==> config.mk <==
export PLATFORM = sky130hd
export DESIGN_NAME = rr_arbiter_n
export DESIGN_NICKNAME = d
export VERILOG_FILES = /design/src/rtl/rr_arbiter_n.sv
export SDC_FILE = /design/constraint.sdc
export NUM_CORES = 1
export LEC_CHECK = 0
export BUFFER_PORTS_ARGS = -buffer_cell sky130_fd_sc_hd__buf_2
export CORE_MARGIN = 5
export CORE_UTILIZATION = 45
export DETAILED_ROUTE_END_ITERATION = 16
export GPL_ROUTABILITY_DRIVEN = 0
export PLACE_DENSITY = 0.7
export SETUP_SLACK_MARGIN = 0.05
export SYNTH_ARGS = -nofsm -noshare
export SYNTH_HDL_FRONTEND = slang
export SYNTH_SLANG_ARGS = --single-unit
export TNS_END_PERCENT = 20
==> constraint.sdc <==
create_clock -name clk -period 2.2 [get_ports clk]
set_input_delay 0 -clock clk [delete_from_list [all_inputs] [get_ports clk]]
set_output_delay 0 -clock clk [all_outputs]
set_load 0.005 [all_outputs]
==> src/rtl/rr_arbiter_n.sv <==
// rr_arbiter_n: N-requester round-robin arbiter with a registered one-hot grant.
//
// The current owner keeps the grant for as long as it keeps requesting. When it
// drops its request, the priority pointer moves to the requester after it and
// the arbiter re-arbitrates at that same edge, so back-to-back owners see no
// idle cycle. The pointer moves only when a grant ends, not on every clock.
//
// Optional feature, enabled by defining RR_ARB_BURST_LIMIT_EN:
//   After MAX_BURST consecutive grant cycles, the owner is forced to give way
//   to the next active requester. The owner is searched last. If nobody else
//   is requesting, the owner is granted again and its burst count restarts.
//   Without the macro there is no counter, and MAX_BURST only takes part in
//   the parameter range check.
//
// All outputs are flops. There is no combinational path from req to any output.

module rr_arbiter_n #(
    parameter int N         = 4,
    parameter int MAX_BURST = 8,
    localparam int ID_W     = $clog2(N)
) (
    input  logic            clk,
    input  logic            reset,
    input  logic [N-1:0]    req,
    output logic [N-1:0]    grant,
    output logic            grant_valid,
    output logic [ID_W-1:0] grant_id
);

    // Stop the build on an illegal configuration instead of producing odd hardware.
    if (N < 2 || N > 32 || MAX_BURST < 1) begin : g_bad_param
        $error("rr_arbiter_n: need 2 <= N <= 32 and MAX_BURST >= 1");
    end

    typedef enum logic {
        IDLE = 1'b0,
        BUSY = 1'b1
    } state_t;

    localparam logic [N-1:0]    ONE_HOT_0 = {{(N-1){1'b0}}, 1'b1};
    localparam logic [ID_W-1:0] LAST_ID   = ID_W'(N - 1);

`ifdef RR_ARB_BURST_LIMIT_EN
    localparam int             CNT_W    = $clog2(MAX_BURST + 1);
    localparam logic [CNT_W-1:0] CNT_LAST = CNT_W'(MAX_BURST - 1);
`endif

    state_t          state;
    logic [ID_W-1:0] ptr;

`ifdef RR_ARB_BURST_LIMIT_EN
    // Counts the owner's grant cycles. It is 0 during the first cycle of a grant.
    logic [CNT_W-1:0] burst_cnt;
`endif

    // Search results: one from the stored pointer, used when leaving IDLE, and
    // one from the requester after the owner, used on release or burst expiry.
    logic            ptr_found;
    logic [ID_W-1:0] ptr_idx;
    logic            rot_found;
    logic [ID_W-1:0] rot_idx;
    logic [ID_W-1:0] rot_ptr;
    logic            owner_req;

    // Returns {found, index} of the first set bit of r, scanning upward from
    // start and wrapping past N-1 to 0.
    function automatic logic [ID_W:0] rr_search(input logic [N-1:0]    r,
                                                input logic [ID_W-1:0] start);
        logic            found;
        logic [ID_W-1:0] idx;
        found = 1'b0;
        idx   = '0;
        for (int i = 0; i < N; i++) begin
            int              pos;
            logic [ID_W-1:0] cand;
            pos = int'(start) + i;
            if (pos >= N) begin
                pos = pos - N;
            end
            cand = ID_W'(pos);
            if (!found && r[cand]) begin
                found = 1'b1;
                idx   = cand;
            end
        end
        return {found, idx};
    endfunction

    // Work out the pointer after the owner, and both arbitration candidates.
    always_comb begin
        rot_ptr   = (grant_id == LAST_ID) ? '0 : grant_id + 1'b1;
        owner_req = req[grant_id];
        {ptr_found, ptr_idx} = rr_search(req, ptr);
        {rot_found, rot_idx} = rr_search(req, rot_ptr);
    end

    // FSM, pointer, burst counter and registered grant outputs.
    // NOTE: every register here uses a non-blocking assignment. Each state bit
    // and each output then takes its value from the pre-edge state, however the
    // branches below are ordered.
    always_ff @(posedge clk) begin
        if (reset) begin
            state       <= IDLE;
            ptr         <= '0;
            grant       <= '0;
            grant_valid <= 1'b0;
            grant_id    <= '0;
`ifdef RR_ARB_BURST_LIMIT_EN
            burst_cnt   <= '0;
`endif
        end else begin
            case (state)
                IDLE: begin
                    if (ptr_found) begin
                        state       <= BUSY;
                        grant       <= ONE_HOT_0 << ptr_idx;
                        grant_valid <= 1'b1;
                        grant_id    <= ptr_idx;
`ifdef RR_ARB_BURST_LIMIT_EN
                        burst_cnt   <= '0;
`endif
                    end
                end

                BUSY: begin
                    if (!owner_req) begin
                        // The owner has released. The requester after it gets
                        // first chance at this same edge.
                        ptr <= rot_ptr;
                        if (rot_found) begin
                            grant    <= ONE_HOT_0 << rot_idx;
                            grant_id <= rot_idx;
                        end else begin
                            state       <= IDLE;
                            grant       <= '0;
                            grant_valid <= 1'b0;
                            grant_id    <= '0;
                        end
`ifdef RR_ARB_BURST_LIMIT_EN
                        burst_cnt <= '0;
`endif
                    end
`ifdef RR_ARB_BURST_LIMIT_EN
                    else if (burst_cnt == CNT_LAST) begin
                        // The burst has expired. The owner still requests, so
                        // the search always finds someone, at worst the owner.
                        ptr       <= rot_ptr;
                        grant     <= ONE_HOT_0 << rot_idx;
                        grant_id  <= rot_idx;
                        burst_cnt <= '0;
                    end else begin
                        burst_cnt <= burst_cnt + 1'b1;
                    end
`endif
                end

                default: begin
                    state <= IDLE;
                end
            endcase
        end
    end

endmodule

# Yosys cells after proc, flatten, opt, wreduce, memory -nomap -nowiden
# Cells that the tools add are included.
[classes]
addsub = 15
magnitude_cmp = 17
n_eq_ne = 4
shift = 2
muxes = 59
bitwise = 2
reduce_logical = 15
[ops]
columns = ["operator", "n"]
rows = [
  ["2-bit two-way mux", 20],
  ["2-bit by 3-bit < comparator with 1-bit output (second input constant)", 9],
  ["1-bit two-way mux", 23],
  ["1-bit binary-select mux with 2-bit select", 9],
  ["3-bit greater-or-equal comparator (second input constant)", 6],
  ["2-bit by 1-bit subtractor with 2-bit output (second input constant)", 8],
  ["2-bit by 2-bit adder with 3-bit output (second input constant)", 4],
  ["4-bit two-way mux", 3],
  ["4-bit one-hot mux with 2 select lines", 1],
  ["1-bit by 2-bit << shifter with 4-bit output (first input constant)", 2],
  ["2-bit by 1-bit adder with 3-bit output (second input constant)", 2],
  ["2-bit by 3-bit greater-or-equal comparator with 1-bit output (second input constant)", 2],
  ["1-bit logical AND", 6],
  ["1-bit logical NOT", 6],
  ["2-bit inequality test (second input constant)", 3],
  ["1-bit one-hot mux with 2 select lines", 2],
  ["2-bit one-hot mux with 2 select lines", 1],
  ["2-bit AND reduction", 2],
  ["3-bit AND reduction", 1],
  ["2-bit by 1-bit adder with 2-bit output (second input constant)", 1],
  ["2-bit equality test (second input constant)", 1],
  ["1-bit NOT", 2],
]
[word_totals]
register_bits = 10
inputBits = 6
out_inout_bits = 7

# Logic depth before layout (Yosys ltp)
# Gate-level depths: netlist of the first run.
[logic_depth]
ltp_word = 20
ltp_mapped = 7
mapped_depth_nobuf = 6

# Worst setup path after synthesis of the first run
# OpenSTA, ideal clock, no wires.
[synth_timing]
kind = "register to register"
startpoint = "register grant_id[0]"
endpoint = "register grant[1]"
arrival_time_ns = 1.590
required_ns = 2.112
path_slack_ns = 0.522
stages_incl_launch_ff = 6
path_buffers = 1
synth_period_minus_slack_ns = 1.678
path_cell_list = "dfxtp_1 > mux4_2 > a21oi_1 > buf_4 > nor2_1 > a311oi_2"
[synth_via]
elab_chain_len = 20
word_cells_on_any_way = 48
[synth_lines]
columns = ["item", "line_no", "rtl"]
rows = [
  ["from (decl)", "27", "output logic [ID_W-1:0] grant_id"],
  ["from (signal assigned)", "118", "grant_id <= ptr_idx;"],
  ["from (signal assigned)", "132", "grant_id <= rot_idx;"],
  ["parallel branches: the longest is 20 deep, another holds 2-bit by 1-bit adder with 3-bit output", "-", ""],
  ["to (signal assigned)", "116", "grant <= ONE_HOT_0 << ptr_idx;"],
  ["to (signal assigned)", "131", "grant <= ONE_HOT_0 << rot_idx;"],
  ["to (decl)", "25", "output logic [N-1:0] grant,"],
]
# Several ways; the timed one is not identified. The select of a mux whose other input is x is not followed.
# A chain may end at the register's enable or synchronous reset.

# Worst setup path in the final report of the first run
[layout_timing]
startpoint = "register grant_id[0]"
endpoint = "register grant[2]"
# The elaborated chain is that of the path after synthesis.

==> results of run 1 <==
## stage by stage
stage / cell area, sq um / utilization
floorplan: 618.1 / -
global placement: 688.2 / 0.5288
detailed placement: 688.2 / 0.5288
CTS: 710.7 / 0.5462
global route: 710.7 / 0.5462
finish: 710.7 / 0.5462
## kinds of logic after synthesis
family                   after synthesis  synth area share
flip-flops                            10            0.3239
multiplexers                           3           0.06882
AND/OR/NAND/NOR                       29            0.2510
buffers and inverters                  6           0.04452
AO/OA/AOI/OAI                         25            0.2915
adder cells (fa/ha/maj)                1           0.02024
## path summary, 6_finish.rpt
check,startpoint,to,slack [ns]
worst max-delay path,grant_id[0]$_SDFFE_PP0P_,grant[2]$_SDFFE_PP0P_,0.32
worst min-delay path,reset,grant[1]$_SDFFE_PP0P_,0.04
worst max register to register,grant_id[0]$_SDFFE_PP0P_,grant[2]$_SDFFE_PP0P_,0.32
worst min register to register,grant[2]$_SDFFE_PP0P_,grant[2]$_SDFFE_PP0P_,0.50
## metal layers
metal,part of all wire,global-route usage
met1,0.43,0.1820
met2,0.47,0.2520
met3,0.076,0.06130
met4,0.018,0.07735
met5,0,0
## synthesized netlist by cell type, types with 2 or more instances
cell | instances | area share
nand2b_1 | 3 | 0.030
dfxtp_1 | 10 | 0.32
nor2_1 | 12 | 0.073
mux2i_1 | 2 | 0.032
a21oi_1 | 7 | 0.057
a211oi_1 | 4 | 0.049
nor4_1 | 3 | 0.030
nor2b_1 | 2 | 0.020
inv_1 | 3 | 0.018
or3_1 | 2 | 0.020
o21ai_1 | 2 | 0.016
a22oi_1 | 2 | 0.024
## layout make-up
cell class / count / area [sq um]
inverter: 3 / 11.26
multi-input combinational: 58 / 390.4
clock buffer: 3 / 22.52
fill: 134 / 590.6
timing repair buffer: 13 / 67.56
sequential: 10 / 200.2
tap: 15 / 18.77
## sequential cells by signal, indices dropped and copies added, names as in the netlist
| signal | cells |
|---|---|
| grant | 4 |
| grant_id | 2 |
| ptr | 2 |
| grant_valid | 1 |
| state | 1 |
## worst max-delay path: cells and delay by family, from the launching register on
family	cells	cell delay [ns]
AOI/OAI and AO/OA	4	0.70
DFF	1	0.38
adders and majority gates	1	0.27
and+or+nand+nor	1	0.45
## power by group
group	total, W	switching (W)	internal (W)
Combinational	0.000176	0.0000931	0.0000824
Sequential	0.000225	0.0000203	0.000205
Clock	0.000120	0.0000575	0.0000629
Total	0.000521	0.000171	0.000350
==> results.ini, run 1 <==
[placed_design]
place_hpwl_um = 1075
place_inst = 99
io_buffer_count = 12
dp_slack_ns = 0.3680

[global_route]
grt.total_usage = 0.1572
grt_pass1_wl_um = 2428
grt_max_degree = 11
grt_pass1_vias = 572
antenna_found_initial = 0
grt-ovfl-total = 0

[worst_setup_path]
crit_fanout = 8
cp.arrival_ns = 2.06
reg2reg_depth = 6
crit_type = reg -> reg
cp.required_ns = 2.38
cpPeakStageDelay_ns = 0.45
cp-start-kind = register
cp-end-kind = register
path_cells = ha_1 -> o21ai_1 -> a21oi_1 -> nor4_1 -> a22oi_1 -> a211oi_1
slowest_stage = nor4_1

[final_layout]
n_antenna_cell = 0
final_cell_mix = nor2_1, buf_2, dfxtp_1, a21oi_1, a211oi_1
layout-drive-gt1-share = 0.2184
final_nets = 96
final_cells = 102
syn_to_final_growth_pct = 14.98

[synth]
ys_seq_elements = 10
syn-num-nets = 81
avgSynthCellArea_sq_um = 8.353
synth_edf_count = 0
ys_seq_area_frac = 0.3239
syn_inst = 74
async_flop_share = 0
ys_types = 34
synth_ff_type = dfxtp_1
ys.warnings.count = 0
syn_area_sq_um = 618.1

[die]
fp.dieH_um = 47.06
start_util = 0.4750
die_x_um = 47.06
design.core.area_sq_um = 1301
die-area_sq_um = 2215
boundaryPins = 13
rows = 13

[detailed_routing]
drtAntennaViolNets = 0
drt-initial-drc-count = 26
drc = 0
routed_wl_um = 1408
wl_per_cell_um = 13.80
num_vias = 623
viasPerCell = 6.108
drtPass1Iterations = 4

[run_status]
status = complete, no violations

[worst_hold_path]
worstHoldPathCells = 2
hp-class = in -> reg

[power]
vdd_drop_max_uv = 523.5
powerDensity_nw_per_um2 = 733.2
power_w = 0.0005211
leakagePower_nw = 0.3053

[timing]
fin_setup_tns_ns = 0
slew_violations = 0
worst_slack_ns = 0.3216
post-route-period-util = 0.8538
relSlewSlack = 0.6884
rsz0062_at_grt = no
setup_violations = 0
hold_viol = 0
tightest_slew_ns = 0.4632
fin_hold_ws_ns = 0.04297
period_needed_ns = 1.878
max_freq_ghz = 0.5324
skew_ns = 0.003360

[cts]
cts.hold.buffers_added = 0
clk-insertion-delay-late_ns = 0.26
path_clk_slew_ns = 0.06
cts_htree_levels = 1
clockBufferDepth = 2
cts_tree = yes
cts_buffers = 3
post_cts_resize_count = 0
ctsRootBufferMaster = clkbuf_4
post_cts_buffers = 0
cts_sinks = 10

[job]
drv_cap = 0

Note: power is estimated with default switching activity, not from simulation.
==> inputs of run 2 (changes only) <==
Settings changed: CELL_PAD_IN_SITES_DETAIL_PLACEMENT from default to 1, CELL_PAD_IN_SITES_GLOBAL_PLACEMENT from default to 1, CORE_ASPECT_RATIO from default to 0.8, CORE_UTILIZATION 45 to 37, PLACE_DENSITY 0.7 to 0.76.
==> run 2 against run 1 <==
Net effect: clock-buffer cell count increased by 1; flip-flop and latch count unchanged; global-route usage increased by 0.39 points; cell area increased by 4.0%; via count increased by 3.7%; routed wire length increased by 29%; register-to-register slack got worse by 0.06 ns; maximum frequency decreased by 3.1%; combinational power increased by 6%; core utilization decreased by 8.7 points.
==> results.ini, run 2 (same netlist as run 1, synthesis figures left out) <==
[detailed_routing]
drt-initial-drc-count = 14
wl_per_cell_um = 16.52
num_vias = 646
drc = 0
viasPerCell = 5.873
drtAntennaViolNets = 0
routed_wl_um = 1817
drtPass1Iterations = 5

[final_layout]
largest-register = grant
final_cell_mix = nor2_1, buf_2, dfxtp_1, a21oi_1, a211oi_1
largest_reg_flops = 4
n_antenna_cell = 0
final_cells = 110
reg_top3 = grant x4, grant_id x2, ptr x2
syn_to_final_growth_pct = 19.64
final_nets = 96
layout-drive-gt1-share = 0.2386
design_area_sq_um = 739.5

[die]
rows = 13
start_util = 0.3838
die-area_sq_um = 2593
design.core.area_sq_um = 1610
boundaryPins = 13
die_x_um = 55.70
fp.dieH_um = 46.56

[power]
leakagePower_nw = 0.3132
power_w = 0.0005865
vdd_drop_max_uv = 396.2
powerDensity_nw_per_um2 = 793.2

[cts]
cts_sinks = 10
ctsRootBufferMaster = clkbuf_4
cts_tree = yes
cts_htree_levels = 1
cts_buffers = 3
path_clk_slew_ns = 0.07
clockBufferDepth = 2
clk-insertion-delay-late_ns = 0.27

[worst_setup_path]
cp-start-kind = register
cp-end-kind = register
cp.arrival_ns = 2.13
crit_type = reg -> reg
reg2reg_depth = 6
regToRegSetupSlack_ns = 0.26
crit_fanout = 8
cp.required_ns = 2.39

[placed_design]
place_inst = 106
place_hpwl_um = 1360
io_buffer_count = 12
placed_area_sq_um = 696.9

[worst_hold_path]
worstHoldPathCells = 2
hp-class = in -> reg

[timing]
rsz0062_at_grt = no
skew_ns = 0.0009314
hold_viol = 0
setup_violations = 0
fin_setup_tns_ns = 0
fin_hold_ws_ns = 0.03360
relSlewSlack = 0.6832
max_freq_ghz = 0.5161
slew_violations = 0
period_needed_ns = 1.938
post-route-period-util = 0.8807
tightest_slew_ns = 0.4709

[global_route]
grt_pass1_vias = 621
antenna_found_initial = 0
grt_pass1_wl_um = 3008
grt.total_usage = 0.1611
grt-ovfl-total = 0
grt_max_degree = 11

[run_status]
status = complete, no violations

[job]
drv_cap = 0

==> run 2: cell count changes in the layout (fill, tap and decap cells not counted), sizes merged <==
cell    change
clkbuf      +1
==> run 2: layout make-up <==
| type | instances | area [sq um] |
|---|---|---|
| clock buffer | 4 | 36.28 |
| inverter | 3 | 11.26 |
| tap | 22 | 27.53 |
| timing repair buffer | 13 | 67.56 |
| fill | 198 | 870.8 |
| sequential | 10 | 200.2 |
| multi-input combinational | 58 | 396.6 |
==> run 2: routing by layer <==
| metal | GRT usage | wire (um) |
|---|---|---|
| met2 | 0.2783 | 895 |
| met5 | 0 | 0 |
| met4 | 0.08738 | 18 |
| met1 | 0.1874 | 838 |
| met3 | 0.04202 | 65 |
==> run 2: worst paths after layout <==
check / endpoint / start
min: state$_SDFF_PP0_ / reset
max reg2reg: grant[0]$_SDFFE_PP0P_ / grant_id[0]$_SDFFE_PP0P_
min reg2reg: grant[3]$_SDFFE_PP0P_ / grant[3]$_SDFFE_PP0P_
max: grant[0]$_SDFFE_PP0P_ / grant_id[0]$_SDFFE_PP0P_
==> run 2: what timing repair did <==
item                                    in CTS  in global routing
buffers inserted                             0                  0
endpoints found under the setup margin       0                  1
resized for setup                            0                  1
hold buffers                                 0                  0
hold endpoints to repair                     0                  0
==> run 2: report_power, final <==
part	switching, W	total, W	internal, W
Clock	0.0000727	0.000173	0.000101
Combinational	0.000103	0.000186	0.0000835
Sequential	0.0000223	0.000227	0.000205
Total	0.000198	0.000587	0.000389
==> run 2: worst max-delay path, cell delays in order, from the launching register on <==
cell	delay (ns)
dfxtp_1	0.49
ha_1	0.28
o21ai_0	0.10
and4b_1	0.19
a41oi_1	0.38
a22oi_1	0.17
a211oi_1	0.25
==> run 2: through the flow <==
step,util,setup WS [ns]
after global placement,0.4328,0.3741
after CTS,0.4553,0.2211
after global routing,0.4592,0.1155
after floorplan,-,0.5216
after detailed placement,0.4328,0.2416
final,0.4592,0.2625
